## config.mk

```make
export PLATFORM = sky130hd
export DESIGN_NAME = motoro3_step_sequencer_flat
export DESIGN_NICKNAME = d
export VERILOG_FILES = /design/src/rtl/motoro3_pkg.sv /design/src/rtl/motoro3_step_sequencer_if.sv /design/src/rtl/motoro3_step_timer.sv /design/src/rtl/motoro3_step_sequencer.sv /design/src/flat_wrapper.sv
export SDC_FILE = /design/constraint.sdc
export NUM_CORES = 1
export LEC_CHECK = 0
export CORE_UTILIZATION = 42
export DETAILED_ROUTE_END_ITERATION = 8
export PLACE_DENSITY = 0.71
export SLEW_MARGIN = 15
export SYNTH_ARGS = -nofsm -noshare
export SYNTH_HDL_FRONTEND = slang
export SYNTH_HIERARCHICAL = 1
export SYNTH_SLANG_ARGS = --single-unit
```

## constraint.sdc

```tcl
create_clock -name clk -period 5.5 [get_ports clk]
set_clock_uncertainty 0.05 [all_clocks]
set_input_delay 1.375 -clock clk [delete_from_list [all_inputs] [get_ports clk]]
set_output_delay 1.375 -clock clk [all_outputs]
set_load 0.03 [all_outputs]
```

## src/rtl/motoro3_pkg.sv

```systemverilog
// motoro3_pkg
//   Definitions shared by the motor sequencer slice and the PWM generator:
//   state encoding, counter width, step range, minimum step length and the
//   phase-B/C pull step constants.
package motoro3_pkg;

  localparam int unsigned      CNT_W   = 25;
  localparam logic [3:0]       STEP_MAX = 4'd11;
  localparam logic [CNT_W-1:0] LEN_MIN = CNT_W'(4);

  // Steps where the PWM generator pulls phase B / phase C.
  localparam logic [3:0] STEP_PHASE_B = 4'd0;
  localparam logic [3:0] STEP_PHASE_C = 4'd6;

  typedef enum logic [1:0] {
    IDLE     = 2'd0,
    RUN      = 2'd1,
    STOPPING = 2'd2
  } seqState_t;

  // Requests shorter than LEN_MIN would make the four strobes overlap.
  function automatic logic [CNT_W-1:0] clampLen(input logic [CNT_W-1:0] len);
    return (len < LEN_MIN) ? LEN_MIN : len;
  endfunction

  function automatic logic [3:0] nextStep(input logic [3:0] step, input logic rev);
    if (rev) return (step == 4'd0) ? STEP_MAX : step - 4'd1;
    return (step == STEP_MAX) ? 4'd0 : step + 4'd1;
  endfunction

endpackage

```

## src/rtl/motoro3_step_sequencer_if.sv

```systemverilog
// motoro3_step_sequencer_if
//   Control and status bundle of the step sequencer.
//   master : run/stop requests and step configuration out, status in
//   slave  : the sequencer itself
interface motoro3_step_sequencer_if;
  import motoro3_pkg::*;

  logic             startReq;
  logic             stopReq;
  logic             dirRev;
  logic [CNT_W-1:0] m3r_stepLen;
  logic [15:0]      m3r_posPerPwm;

  logic             pwmActive1;
  logic [3:0]       sgStep;
  logic [CNT_W-1:0] m3cnt;
  logic             m3cntFirst1;
  logic             m3cntFirst2;
  logic             m3cntLast2;
  logic             m3cntLast1;
  logic [15:0]      pwmLENpos;
  logic             cycleDone;

  modport master (
    output startReq, stopReq, dirRev, m3r_stepLen, m3r_posPerPwm,
    input  pwmActive1, sgStep, m3cnt, m3cntFirst1, m3cntFirst2,
           m3cntLast2, m3cntLast1, pwmLENpos, cycleDone
  );

  modport slave (
    input  startReq, stopReq, dirRev, m3r_stepLen, m3r_posPerPwm,
    output pwmActive1, sgStep, m3cnt, m3cntFirst1, m3cntFirst2,
           m3cntLast2, m3cntLast1, pwmLENpos, cycleDone
  );
endinterface

```

## src/rtl/motoro3_step_timer.sv

```systemverilog
// motoro3_step_timer
//   Per-step clock counter with registered boundary strobes.
//   clk, rst    : falling-edge clock, async active-high reset
//   idle        : sequencer idle, step length tracks stepLen every clock
//   restart     : sequencer enters RUN on the coming edge
//   activeNext  : sequencer is running after the coming edge
//   stepLen     : requested step length, sampled in idle and at boundaries
//   m3cnt       : clocks elapsed in the current step
//   first1/2, last2/1 : strobes for m3cnt == 0, 1, len-2, len-1
//   boundary    : current clock is the last one of the step
module motoro3_step_timer
  import motoro3_pkg::*;
(
  input  logic             clk,
  input  logic             rst,
  input  logic             idle,
  input  logic             restart,
  input  logic             activeNext,
  input  logic [CNT_W-1:0] stepLen,
  output logic [CNT_W-1:0] m3cnt,
  output logic             first1,
  output logic             first2,
  output logic             last2,
  output logic             last1,
  output logic             boundary
);

  logic [CNT_W-1:0] lenCur;
  logic [CNT_W-1:0] lenNext;
  logic [CNT_W-1:0] cntNext;

  assign boundary = last1;

  // Strobes are computed from next-cycle values so they line up with the
  // m3cnt value they describe.
  always_comb begin
    lenNext = lenCur;
    if (idle || last1) lenNext = clampLen(stepLen);
    cntNext = '0;
    if (activeNext && !restart && !last1) cntNext = m3cnt + CNT_W'(1);
  end

  always_ff @(negedge clk or posedge rst) begin
    if (rst) begin
      m3cnt  <= '0;
      lenCur <= LEN_MIN;
      first1 <= 1'b0;
      first2 <= 1'b0;
      last2  <= 1'b0;
      last1  <= 1'b0;
    end else begin
      m3cnt  <= cntNext;
      lenCur <= lenNext;
      first1 <= activeNext && (cntNext == '0);
      first2 <= activeNext && (cntNext == CNT_W'(1));
      last2  <= activeNext && (cntNext == lenNext - CNT_W'(2));
      last1  <= activeNext && (cntNext == lenNext - CNT_W'(1));
    end
  end

endmodule

```

## src/rtl/motoro3_step_sequencer.sv

```systemverilog
// motoro3_step_sequencer
//   Timebase and commutation sequencer feeding the PWM generator. Steps the
//   12-position electrical index and lets stops finish on whole cycles.
//   clk : 10 MHz system clock, state changes on the falling edge
//   rst : async active-high reset
//   bus : slave side of motoro3_step_sequencer_if (requests, step config,
//         sgStep / m3cnt / strobes / pwmActive1 / pwmLENpos / cycleDone)
//
//   state    | meaning
//   IDLE     | outputs parked, config tracked every clock
//   RUN      | stepping, stopReq moves to STOPPING
//   STOPPING | stepping until the cycle end, startReq cancels the stop
module motoro3_step_sequencer
  import motoro3_pkg::*;
(
  input  logic                     clk,
  input  logic                     rst,
  motoro3_step_sequencer_if.slave  bus
);

  seqState_t state;
  seqState_t stateNext;
  logic      dirCur;
  logic      boundary;
  logic      cycleEnd;
  logic      idle;
  logic      restart;
  logic      activeNext;

  // A cycle ends on the last clock of step 11 going forward, step 0 in reverse.
  assign cycleEnd = boundary && (dirCur ? (bus.sgStep == 4'd0) : (bus.sgStep == STEP_MAX));

  always_ff @(negedge clk or posedge rst) begin
    if (rst) state <= IDLE;
    else     state <= stateNext;
  end

  always_comb begin
    stateNext = state;
    unique case (state)
      IDLE:     if (bus.startReq) stateNext = RUN;
      RUN:      if (bus.stopReq) stateNext = STOPPING;
      STOPPING: begin
        if (bus.startReq)  stateNext = RUN;
        else if (cycleEnd) stateNext = IDLE;
      end
      default:  stateNext = IDLE;
    endcase
  end

  always_comb begin
    bus.pwmActive1 = (state != IDLE);
    idle           = (state == IDLE);
    restart        = (state == IDLE) && (stateNext == RUN);
    activeNext     = (stateNext != IDLE);
  end

  always_ff @(negedge clk or posedge rst) begin
    if (rst) begin
      bus.sgStep    <= 4'd0;
      bus.pwmLENpos <= 16'd0;
      bus.cycleDone <= 1'b0;
      dirCur        <= 1'b0;
    end else begin
      bus.cycleDone <= (state == STOPPING) && (stateNext == IDLE);
      if (idle || boundary) begin
        bus.pwmLENpos <= bus.m3r_posPerPwm;
        dirCur        <= bus.dirRev;
      end
      // The step just finished advances in the direction it was run with.
      if (!activeNext)   bus.sgStep <= 4'd0;
      else if (restart)  bus.sgStep <= bus.dirRev ? STEP_MAX : 4'd0;
      else if (boundary) bus.sgStep <= nextStep(bus.sgStep, dirCur);
    end
  end

  motoro3_step_timer uTimer (
    .clk        (clk),
    .rst        (rst),
    .idle       (idle),
    .restart    (restart),
    .activeNext (activeNext),
    .stepLen    (bus.m3r_stepLen),
    .m3cnt      (bus.m3cnt),
    .first1     (bus.m3cntFirst1),
    .first2     (bus.m3cntFirst2),
    .last2      (bus.m3cntLast2),
    .last1      (bus.m3cntLast1),
    .boundary   (boundary)
  );

endmodule
```

## src/flat_wrapper.sv

```systemverilog
// flat-port wrapper written by rule: the top's interface ports become plain ports
module motoro3_step_sequencer_flat import motoro3_pkg::*;
  (clk, rst, bus_startReq, bus_stopReq, bus_dirRev, bus_m3r_stepLen, bus_m3r_posPerPwm, bus_pwmActive1, bus_sgStep, bus_m3cnt, bus_m3cntFirst1, bus_m3cntFirst2, bus_m3cntLast2, bus_m3cntLast1, bus_pwmLENpos, bus_cycleDone);
  motoro3_step_sequencer_if bus_i ();
  input  logic clk;
  input  logic rst;
  input wire logic [$bits(bus_i.startReq)-1:0] bus_startReq;
  input wire logic [$bits(bus_i.stopReq)-1:0] bus_stopReq;
  input wire logic [$bits(bus_i.dirRev)-1:0] bus_dirRev;
  input wire logic [$bits(bus_i.m3r_stepLen)-1:0] bus_m3r_stepLen;
  input wire logic [$bits(bus_i.m3r_posPerPwm)-1:0] bus_m3r_posPerPwm;
  output wire logic [$bits(bus_i.pwmActive1)-1:0] bus_pwmActive1;
  output wire logic [$bits(bus_i.sgStep)-1:0] bus_sgStep;
  output wire logic [$bits(bus_i.m3cnt)-1:0] bus_m3cnt;
  output wire logic [$bits(bus_i.m3cntFirst1)-1:0] bus_m3cntFirst1;
  output wire logic [$bits(bus_i.m3cntFirst2)-1:0] bus_m3cntFirst2;
  output wire logic [$bits(bus_i.m3cntLast2)-1:0] bus_m3cntLast2;
  output wire logic [$bits(bus_i.m3cntLast1)-1:0] bus_m3cntLast1;
  output wire logic [$bits(bus_i.pwmLENpos)-1:0] bus_pwmLENpos;
  output wire logic [$bits(bus_i.cycleDone)-1:0] bus_cycleDone;
  assign bus_i.startReq = bus_startReq;
  assign bus_i.stopReq = bus_stopReq;
  assign bus_i.dirRev = bus_dirRev;
  assign bus_i.m3r_stepLen = bus_m3r_stepLen;
  assign bus_i.m3r_posPerPwm = bus_m3r_posPerPwm;
  assign bus_pwmActive1 = bus_i.pwmActive1;
  assign bus_sgStep = bus_i.sgStep;
  assign bus_m3cnt = bus_i.m3cnt;
  assign bus_m3cntFirst1 = bus_i.m3cntFirst1;
  assign bus_m3cntFirst2 = bus_i.m3cntFirst2;
  assign bus_m3cntLast2 = bus_i.m3cntLast2;
  assign bus_m3cntLast1 = bus_i.m3cntLast1;
  assign bus_pwmLENpos = bus_i.pwmLENpos;
  assign bus_cycleDone = bus_i.cycleDone;
  motoro3_step_sequencer u_core (.clk(clk), .rst(rst), .bus(bus_i));
endmodule
```

==> impl_metrics.yaml, run 1 <==
global_routing:
  antenna_violations_before_repair: 0
  track_usage: 0.2806
  grt_max_degree: 37
  first_pass_grt_wire_length_mm: 28.39
  via_count_of_the_first_global_routing_pass: 5737
  global_route.overflow_total: 0
power:
  leakagePower_uw: 0.004005
  design_power_total_uw: 3227
  power_density_nw_per_um2: 385.0
  worst_ir_drop_on_vdd_uv: 204.1
sta:
  post-route-worst-setup-slack_ps: -1176
  final-max-slew-violation-count: 0
  setup-violations-final: 7
  maxSlewHeadroom: 0.4116
  final.hold.worst_slack_ps: 398.6
  finalHoldViolations: 0
  timing_worst_slew_pin_value_ps: 882.6
  rsz0062_at_grt: "true"
yosys:
  synth-warning-count: 6
  netlist-cell-type-count: 73
  yosys_most_used_dff: "sky130_fd_sc_hd__dfrtn_1"
  synth_top_area_frac: 0.3540
  syn-instance-count: 607
  synthDominantAreaCellType: "sky130_fd_sc_hd__dfrtn_1"
  synth.avg_cell_area_um2: 8.967
  synth-async-reset-ratio: 1.000
  ys_seq_area_frac: 0.3589
  synth-seq-cells: 78
  synth.top_cells.by_area: "sky130_fd_sc_hd__dfrtn_1, sky130_fd_sc_hd__xnor2_1, sky130_fd_sc_hd__mux2i_1"
  synth_area_um2: 5443
  synth-edff-count: 0
  synthesis.nets: 659
worst_setup_path:
  r2r.worst_path.cells: 16
  critical_path_class: "in -> reg"
  timing.critical_path.fanout_max: 5
  endpoint_of_the_lowest_slack_register_to_register_path: "u_core/uTimer/boundary"
  regToRegSetupSlack_ps: 1510
  timing.critical_path.required_ps: 3050
  crit_path_start_kind: "input pin"
  critical_path.reg2reg.startpoint: "u_core/bus.sgStep[0]"
  critical_path.endpoint_type: "flip-flop"
  arrival_ps: 4230
place:
  placement.cell_area_um2: 7818
  placement.io_buffers: 96
  pre_cts_ws_ps: -2193
  finalWeightedCongestion: 0.9255
  place_hpwl_mm: 14.25
detailed_routing:
  number_of_nets_with_antenna_violations_after_detailed_routing: 0
  post_detailed_route_drc_marker_count: 0
  vias: 5654
  wire_length_per_cell_after_detailed_routing_um: 17.44
  drt_iter0_markers: 342
  avgViaCountPerCell: 5.421
  drtPass1Iterations: 5
  drt-total-wl_mm: 18.19
floorplanning:
  die_w_um: 115.8
  coreArea_um2: 12620
  ioPinCount: 97
  start_util: 0.4313
  die_area_um2: 13420
  die_h_um: 115.8
  core.rowCount: 41
hold_path:
  worstHoldPathCells: 1
  hold_path_class: "reg -> reg"
  hp-start: "u_core/bus.pwmLENpos[13]"
  min_delay_worst_endpoint: "u_core/bus.pwmLENpos[13]"
clock_tree:
  root_buffer: "sky130_fd_sc_hd__clkbuf_16"
  ctsHoldBuffers: 0
  cts.sinks: 78
  max-clock-path-buffers: 2
  tritoncts: "built"
  cts_made_buffers: 9
  htree_levels: 3
  cts.clk_slew.worst_paths_ps: 50
  clkLatencyLatePin_ps: 400
finish:
  num-nets-final: 919
  most_common_cell_after_layout_fill_and_taps_aside: "sky130_fd_sc_hd__buf_4"
  antennaDiodeCount: 0
  synthToLayoutAreaGrowth_pct: 54.00
  layout.cells.most_common_list: "sky130_fd_sc_hd__buf_4, sky130_fd_sc_hd__dfrtn_1, sky130_fd_sc_hd__nand2_1"
  layout.cell_area.non_filler_um2: 8382
  post_route_cells_drive_above_1_share: 0.3272
outcome:
  outcome: "finished with violations"
  failed_checks: "negative setup slack"
flow_run:
  maxCapViolCount: 0
==> synthesized netlist by cell type, drive strengths merged (3+ instances only) <==
cell,instances
dfrtn,77
inv,46
o22ai,3
nand4,15
and4,3
a31oi,4
nor2b,4
and3,9
nor3b,4
nor2,43
o211ai,3
o21ai,24
nor4,25
nand2b,7
o211a,3
o21bai,4
nor3,15
and2,3
buf,13
nand2,62
o2111ai,3
xnor2,40
o31a,3
or4,18
o31ai,13
a21oi,22
or3,13
nand3b,5
mux2i,24
clkbuf,11
xor2,15
mux2,21
ha,6
nand3,19
==> report_power, final <==
group | switching (uW) | internal [uW] | total [uW]
registers | 77.5 | 726 | 804
clock network | 251 | 410 | 660
logic | 941 | 822 | 1760
==> final cells by class <==
type | count | area (um^2)
multi-input cells | 459 | 3465
well taps | 172 | 215.2
clock buffers | 10 | 239.0
clock inverters | 6 | 86.33
fillers | 1039 | 4238
flip-flops and latches | 78 | 1953
repair buffers | 273 | 2255
inverters | 45 | 168.9
==> state kept, by name, summed over array words and instances (netlist names), 2 cells and up <==
signal and count:
u_core/uTimer/lenCur 25, u_core/state 2, u_core/uTimer/m3cnt 25, u_core/bus.sgStep 4, u_core/bus.pwmLENpos 16
==> worst max path at each step <==
stage | startpoint | to | slack [ps] | cells past startpoint
after CTS | bus_m3r_stepLen[15] | u_core/uTimer/boundary | -1340 | 13
after floorplan | bus_m3r_stepLen[21] | u_core/uTimer/boundary | -1390 | 10
after global routing | bus_m3r_stepLen[3] | u_core/uTimer/boundary | -1260 | 13
after detailed placement | bus_m3r_stepLen[21] | u_core/uTimer/last2 | -2190 | 15
after global placement | bus_m3r_stepLen[21] | u_core/uTimer/boundary | -1930 | 16
final | bus_m3r_stepLen[15] | u_core/uTimer/boundary | -1180 | 12
==> kinds of logic after synthesis <==
family	Yosys count	share of synthesized area
simple gates	254	0.2554
compound gates	97	0.1214
xor+xnor	57	0.09816
flops	78	0.3589
fa+ha+maj	6	0.01379
mux	45	0.09448
buf+inv	70	0.05793
==> metal layers <==
layer | vias to the layer above | wire length, um | global-route usage
met2 | 186 | 9132 | 0.5016
met3 | 48 | 774 | 0.03818
met5 | - | 0 | 0
li1 | 2710 | - | -
met1 | 2710 | 7524 | 0.3248
met4 | 0 | 757 | 0.1513
==> critical path, stage by stage <==
cell and delay, ps:
sky130_fd_sc_hd__buf_6 90, sky130_fd_sc_hd__or4_4 530, sky130_fd_sc_hd__nor4_4 290, sky130_fd_sc_hd__buf_4 190
sky130_fd_sc_hd__nand2_8 70, sky130_fd_sc_hd__nand2_4 80, sky130_fd_sc_hd__ha_4 130, sky130_fd_sc_hd__nand4_1 130
sky130_fd_sc_hd__or3_1 420, sky130_fd_sc_hd__or4_1 420, sky130_fd_sc_hd__a221o_1 370, sky130_fd_sc_hd__nor4_2 120
==> per-stage QoR <==
| stage | util | TNS (ps) | std cells |
|---|---|---|---|
| 2_1_floorplan | - | -3791 | 607 |
| 3_5_place_dp | 0.6195 | -24800 | 1019 |
| 4_1_cts | 0.6536 | -3618 | 1040 |
| 6_report | 0.6642 | -3815 | 1043 |
| 5_1_grt | 0.6642 | -4168 | 1043 |
| 3_3_place_gp | 0.6195 | -23440 | 1019 |
==> repair_timing <==
action	4_1_cts	5_1_grt
buffers inserted	9	4
resized for setup	125	33
pin swaps	20	17
endpoints found under the setup margin	81	10
cloned	0	0
No activity file was read; power rests on OpenSTA's default activity.
==> run 2: changes to the inputs <==
--- a/config.mk
+++ b/config.mk
@@ -5,6 +5,7 @@
 export SDC_FILE = /design/constraint.sdc
 export NUM_CORES = 1
 export LEC_CHECK = 0
+export CORE_MARGIN = 2
 export CORE_UTILIZATION = 42
 export DETAILED_ROUTE_END_ITERATION = 8
 export PLACE_DENSITY = 0.71
==> run 2 against run 1 <==
Effect of this change: the flow still finishes with violations (negative setup slack); total power increased by 0.80%; die area up 3.5%; cell count is 1.2% higher; critical path depth grew 1; routed wire length up 2.5%.
==> impl_metrics.yaml, run 2 (synthesized netlist as in run 1, its figures left out) <==
finish:
  fillCellCount: 1036
  synthToLayoutAreaGrowth_pct: 56.39
  layout.cells.most_common_list: "sky130_fd_sc_hd__buf_4, sky130_fd_sc_hd__dfrtn_1, sky130_fd_sc_hd__nand2_1"
  num-nets-final: 931
  largest_registers: "u_core/uTimer/lenCur: 25 flops, u_core/uTimer/m3cnt: 25 flops, u_core/bus.pwmLENpos: 16 flops"
  antennaDiodeCount: 0
  layout.cell_area.non_filler_um2: 8512
  post-route-util: 0.6745
  most_common_cell_after_layout_fill_and_taps_aside: "sky130_fd_sc_hd__buf_4"
  post_route_cells_drive_above_1_share: 0.3307
sta:
  setup-violations-final: 6
  maxSlewHeadroom: 0.3795
  post-route-worst-setup-slack_ps: -1205
  finalHoldViolations: 0
  tns_setup_ps: -3667
  rsz0062_at_grt: "true"
  final-max-slew-violation-count: 0
  timing_worst_slew_pin_value_ps: 930.7
worst_setup_path:
  regToRegSetupSlack_ps: 1560
  endpoint_of_the_lowest_slack_register_to_register_path: "u_core/uTimer/boundary"
  cp_slowest_stage_delay_ps: 540
  critical_path.endpoint_type: "flip-flop"
  crit_path_start_kind: "input pin"
  worstSetupPathDepth: 13
  critical_path.slowest_cell: "sky130_fd_sc_hd__or4_4"
  worst_path_dominant_cell_family: "simple AND/OR/NAND/NOR gates"
  crit_path_start: "bus_m3r_stepLen[10]"
  critPathMostFrequentCell: "sky130_fd_sc_hd__buf_4"
  cp_num_buf_inv: 3
  timing.critical_path.fanout_max: 5
  crit_chain: "buf_8, or4_4, nor4_4, buf_4, nand2_8, buf_4, nand2_4, ha_4, nand4_1, or3_1, or4_1, a221o_1, nor4_2"
  endpoint: "u_core/uTimer/boundary"
  critical_path_class: "in -> reg"
  arrival_ps: 4250
  r2r.worst_path.cells: 17
  critical_path.reg2reg.startpoint: "u_core/bus.sgStep[0]"
  timing.critical_path.required_ps: 3040
power:
  power.sequential.fraction: 0.247
  p_int_uw: 1979
  reported_net_switching_power_uw: 1274
  design_power_total_uw: 3253
  power_density_nw_per_um2: 382.1
  switching_share: 0.3916
  leakagePower_uw: 0.004092
  worst_ir_drop_on_vdd_uv: 232.1
  clock_power_frac: 0.202
  combinational_share_of_power: 0.551
global_routing:
  gr-max-usage-layer: "met2"
  grt_use_met1: 0.3290
  track_usage: 0.2731
  global_route.overflow_total: 0
  via_count_of_the_first_global_routing_pass: 5926
  antenna_violations_before_repair: 0
  grt_max_degree: 25
  first_pass_grt_wire_length_mm: 30.09
  grt_use_met3: 0.04893
  gr-usage-met2: 0.4855
detailed_routing:
  drtPass1Iterations: 5
  post_detailed_route_drc_marker_count: 0
  drt-total-wl_mm: 18.64
  avgViaCountPerCell: 5.507
  wire_length_per_cell_after_detailed_routing_um: 17.66
  drt_iter0_markers: 354
  number_of_nets_with_antenna_violations_after_detailed_routing: 0
  vias: 5810
floorplanning:
  die_area_um2: 13890
  ioPinCount: 97
  coreArea_um2: 12620
  die_h_um: 117.8
  core.rowCount: 41
  start_util: 0.4313
  die_w_um: 117.8
clock_tree:
  cts.sinks: 78
  tritoncts: "built"
  cts_made_buffers: 9
  max-clock-path-buffers: 2
  htree_levels: 3
  cts.clk_slew.worst_paths_ps: 40
  clkLatencyLatePin_ps: 390
  root_buffer: "sky130_fd_sc_hd__clkbuf_16"
place:
  placement.io_buffers: 96
  placement.cell_area_um2: 7873
  place_hpwl_mm: 14.65
  finalWeightedCongestion: 0.9514
flow_run:
  maxCapViolCount: 0
hold_path:
  hold_path_class: "reg -> reg"
outcome:
  outcome: "finished with violations"
  failed_checks: "negative setup slack"
==> run 2: changes by cell type in the layout (fill, tap and decap cells not counted), moves of 2 or more <==
| cell | before | now |
|---|---|---|
| sky130_fd_sc_hd__buf_4 | 170 | 179 |
| sky130_fd_sc_hd__buf_8 | 0 | 3 |
| sky130_fd_sc_hd__dlygate4sd2_1 | 48 | 50 |
| sky130_fd_sc_hd__mux2i_2 | 2 | 0 |
| sky130_fd_sc_hd__nor3_1 | 13 | 15 |
| sky130_fd_sc_hd__nor3_2 | 2 | 0 |
| sky130_fd_sc_hd__nor4_2 | 7 | 5 |
| sky130_fd_sc_hd__o21ai_0 | 19 | 22 |
| sky130_fd_sc_hd__o21ai_1 | 2 | 0 |
| sky130_fd_sc_hd__o21ai_2 | 3 | 1 |
| sky130_fd_sc_hd__o31ai_1 | 9 | 11 |
==> run 2: worst min path at each step <==
stage	start	endpoint	slack [ps]	cells after the start
after floorplan	u_core/uTimer/lenCur[24]	u_core/uTimer/lenCur[24]	370	2
after global placement	u_core/bus.pwmLENpos[1]	u_core/bus.pwmLENpos[1]	400	1
after detailed placement	u_core/bus.pwmLENpos[7]	u_core/bus.pwmLENpos[7]	400	1
after CTS	u_core/bus.pwmLENpos[7]	u_core/bus.pwmLENpos[7]	400	1
after global routing	u_core/bus.pwmLENpos[5]	u_core/bus.pwmLENpos[5]	400	1
final	u_core/bus.pwmLENpos[7]	u_core/bus.pwmLENpos[7]	400	1
==> run 2: power groups by stage <==
stage	clock [uW]	sequential (uW)	combinational (uW)
5_1_grt	696	825	1920
3_5_place_dp	2.28	817	1710
6_report	658	803	1790
4_1_cts	671	805	1740
2_1_floorplan	2.28	944	869
3_3_place_gp	2.28	805	1670
==> run 2: final cells by class <==
type,count,area (um^2),area share
Inverter,45,171.4,0.02014
Clock buffer,10,239.0,0.02808
Multi-Input combinational cell,459,3476,0.4083
Tap cell,172,215.2,0.02528
Timing Repair Buffer,285,2372,0.2787
Clock inverter,6,85.08,0.009996
Sequential cell,78,1953,0.2295
==> run 2: worst register-to-register path: stages, from the launching register on <==
cell                        delay [ps]
sky130_fd_sc_hd__dfrtn_1           410
sky130_fd_sc_hd__buf_4             160
sky130_fd_sc_hd__inv_1              60
sky130_fd_sc_hd__ha_1              220
sky130_fd_sc_hd__and3b_1           180
sky130_fd_sc_hd__o211ai_2          310
sky130_fd_sc_hd__a21oi_4           110
sky130_fd_sc_hd__o21ai_4           170
sky130_fd_sc_hd__or3b_4            440
sky130_fd_sc_hd__buf_4             210
sky130_fd_sc_hd__nor2_1            180
sky130_fd_sc_hd__mux2i_4           130
sky130_fd_sc_hd__xnor2_1           290
sky130_fd_sc_hd__xnor2_1           130
sky130_fd_sc_hd__or4_1             400
sky130_fd_sc_hd__o21ai_0            90
sky130_fd_sc_hd__o2111ai_1         170
sky130_fd_sc_hd__nor4_2            230
==> run 2: layer usage <==
| metal | vias to the layer above | wire length (um) | part of all wire |
|---|---|---|---|
| met5 | - | 0 | 0 |
| met4 | 0 | 640 | 0.034 |
| met3 | 42 | 971 | 0.052 |
| met2 | 214 | 9259 | 0.50 |
| met1 | 2816 | 7764 | 0.42 |
| li1 | 2738 | - | - |
==> run 2: stage by stage <==
stage / hold WS, ps / std cells / setup slack [ps]
2_1_floorplan: 373.7 / 607 / -1394
6_report: 396.7 / 1055 / -1205
3_5_place_dp: 404.7 / 1023 / -2001
5_1_grt: 404.5 / 1055 / -1329
4_1_cts: 400.0 / 1050 / -1251
3_3_place_gp: 400.6 / 1023 / -1917
==> run 2: what timing repair did <==
| item | in CTS | in global routing |
|---|---|---|
| buffers inserted | 14 | 6 |
| resized for setup | 128 | 29 |
| pin swaps | 28 | 16 |
| setup endpoints to repair | 81 | 9 |
| cloned | 0 | 0 |
| hold buffers | 0 | 0 |
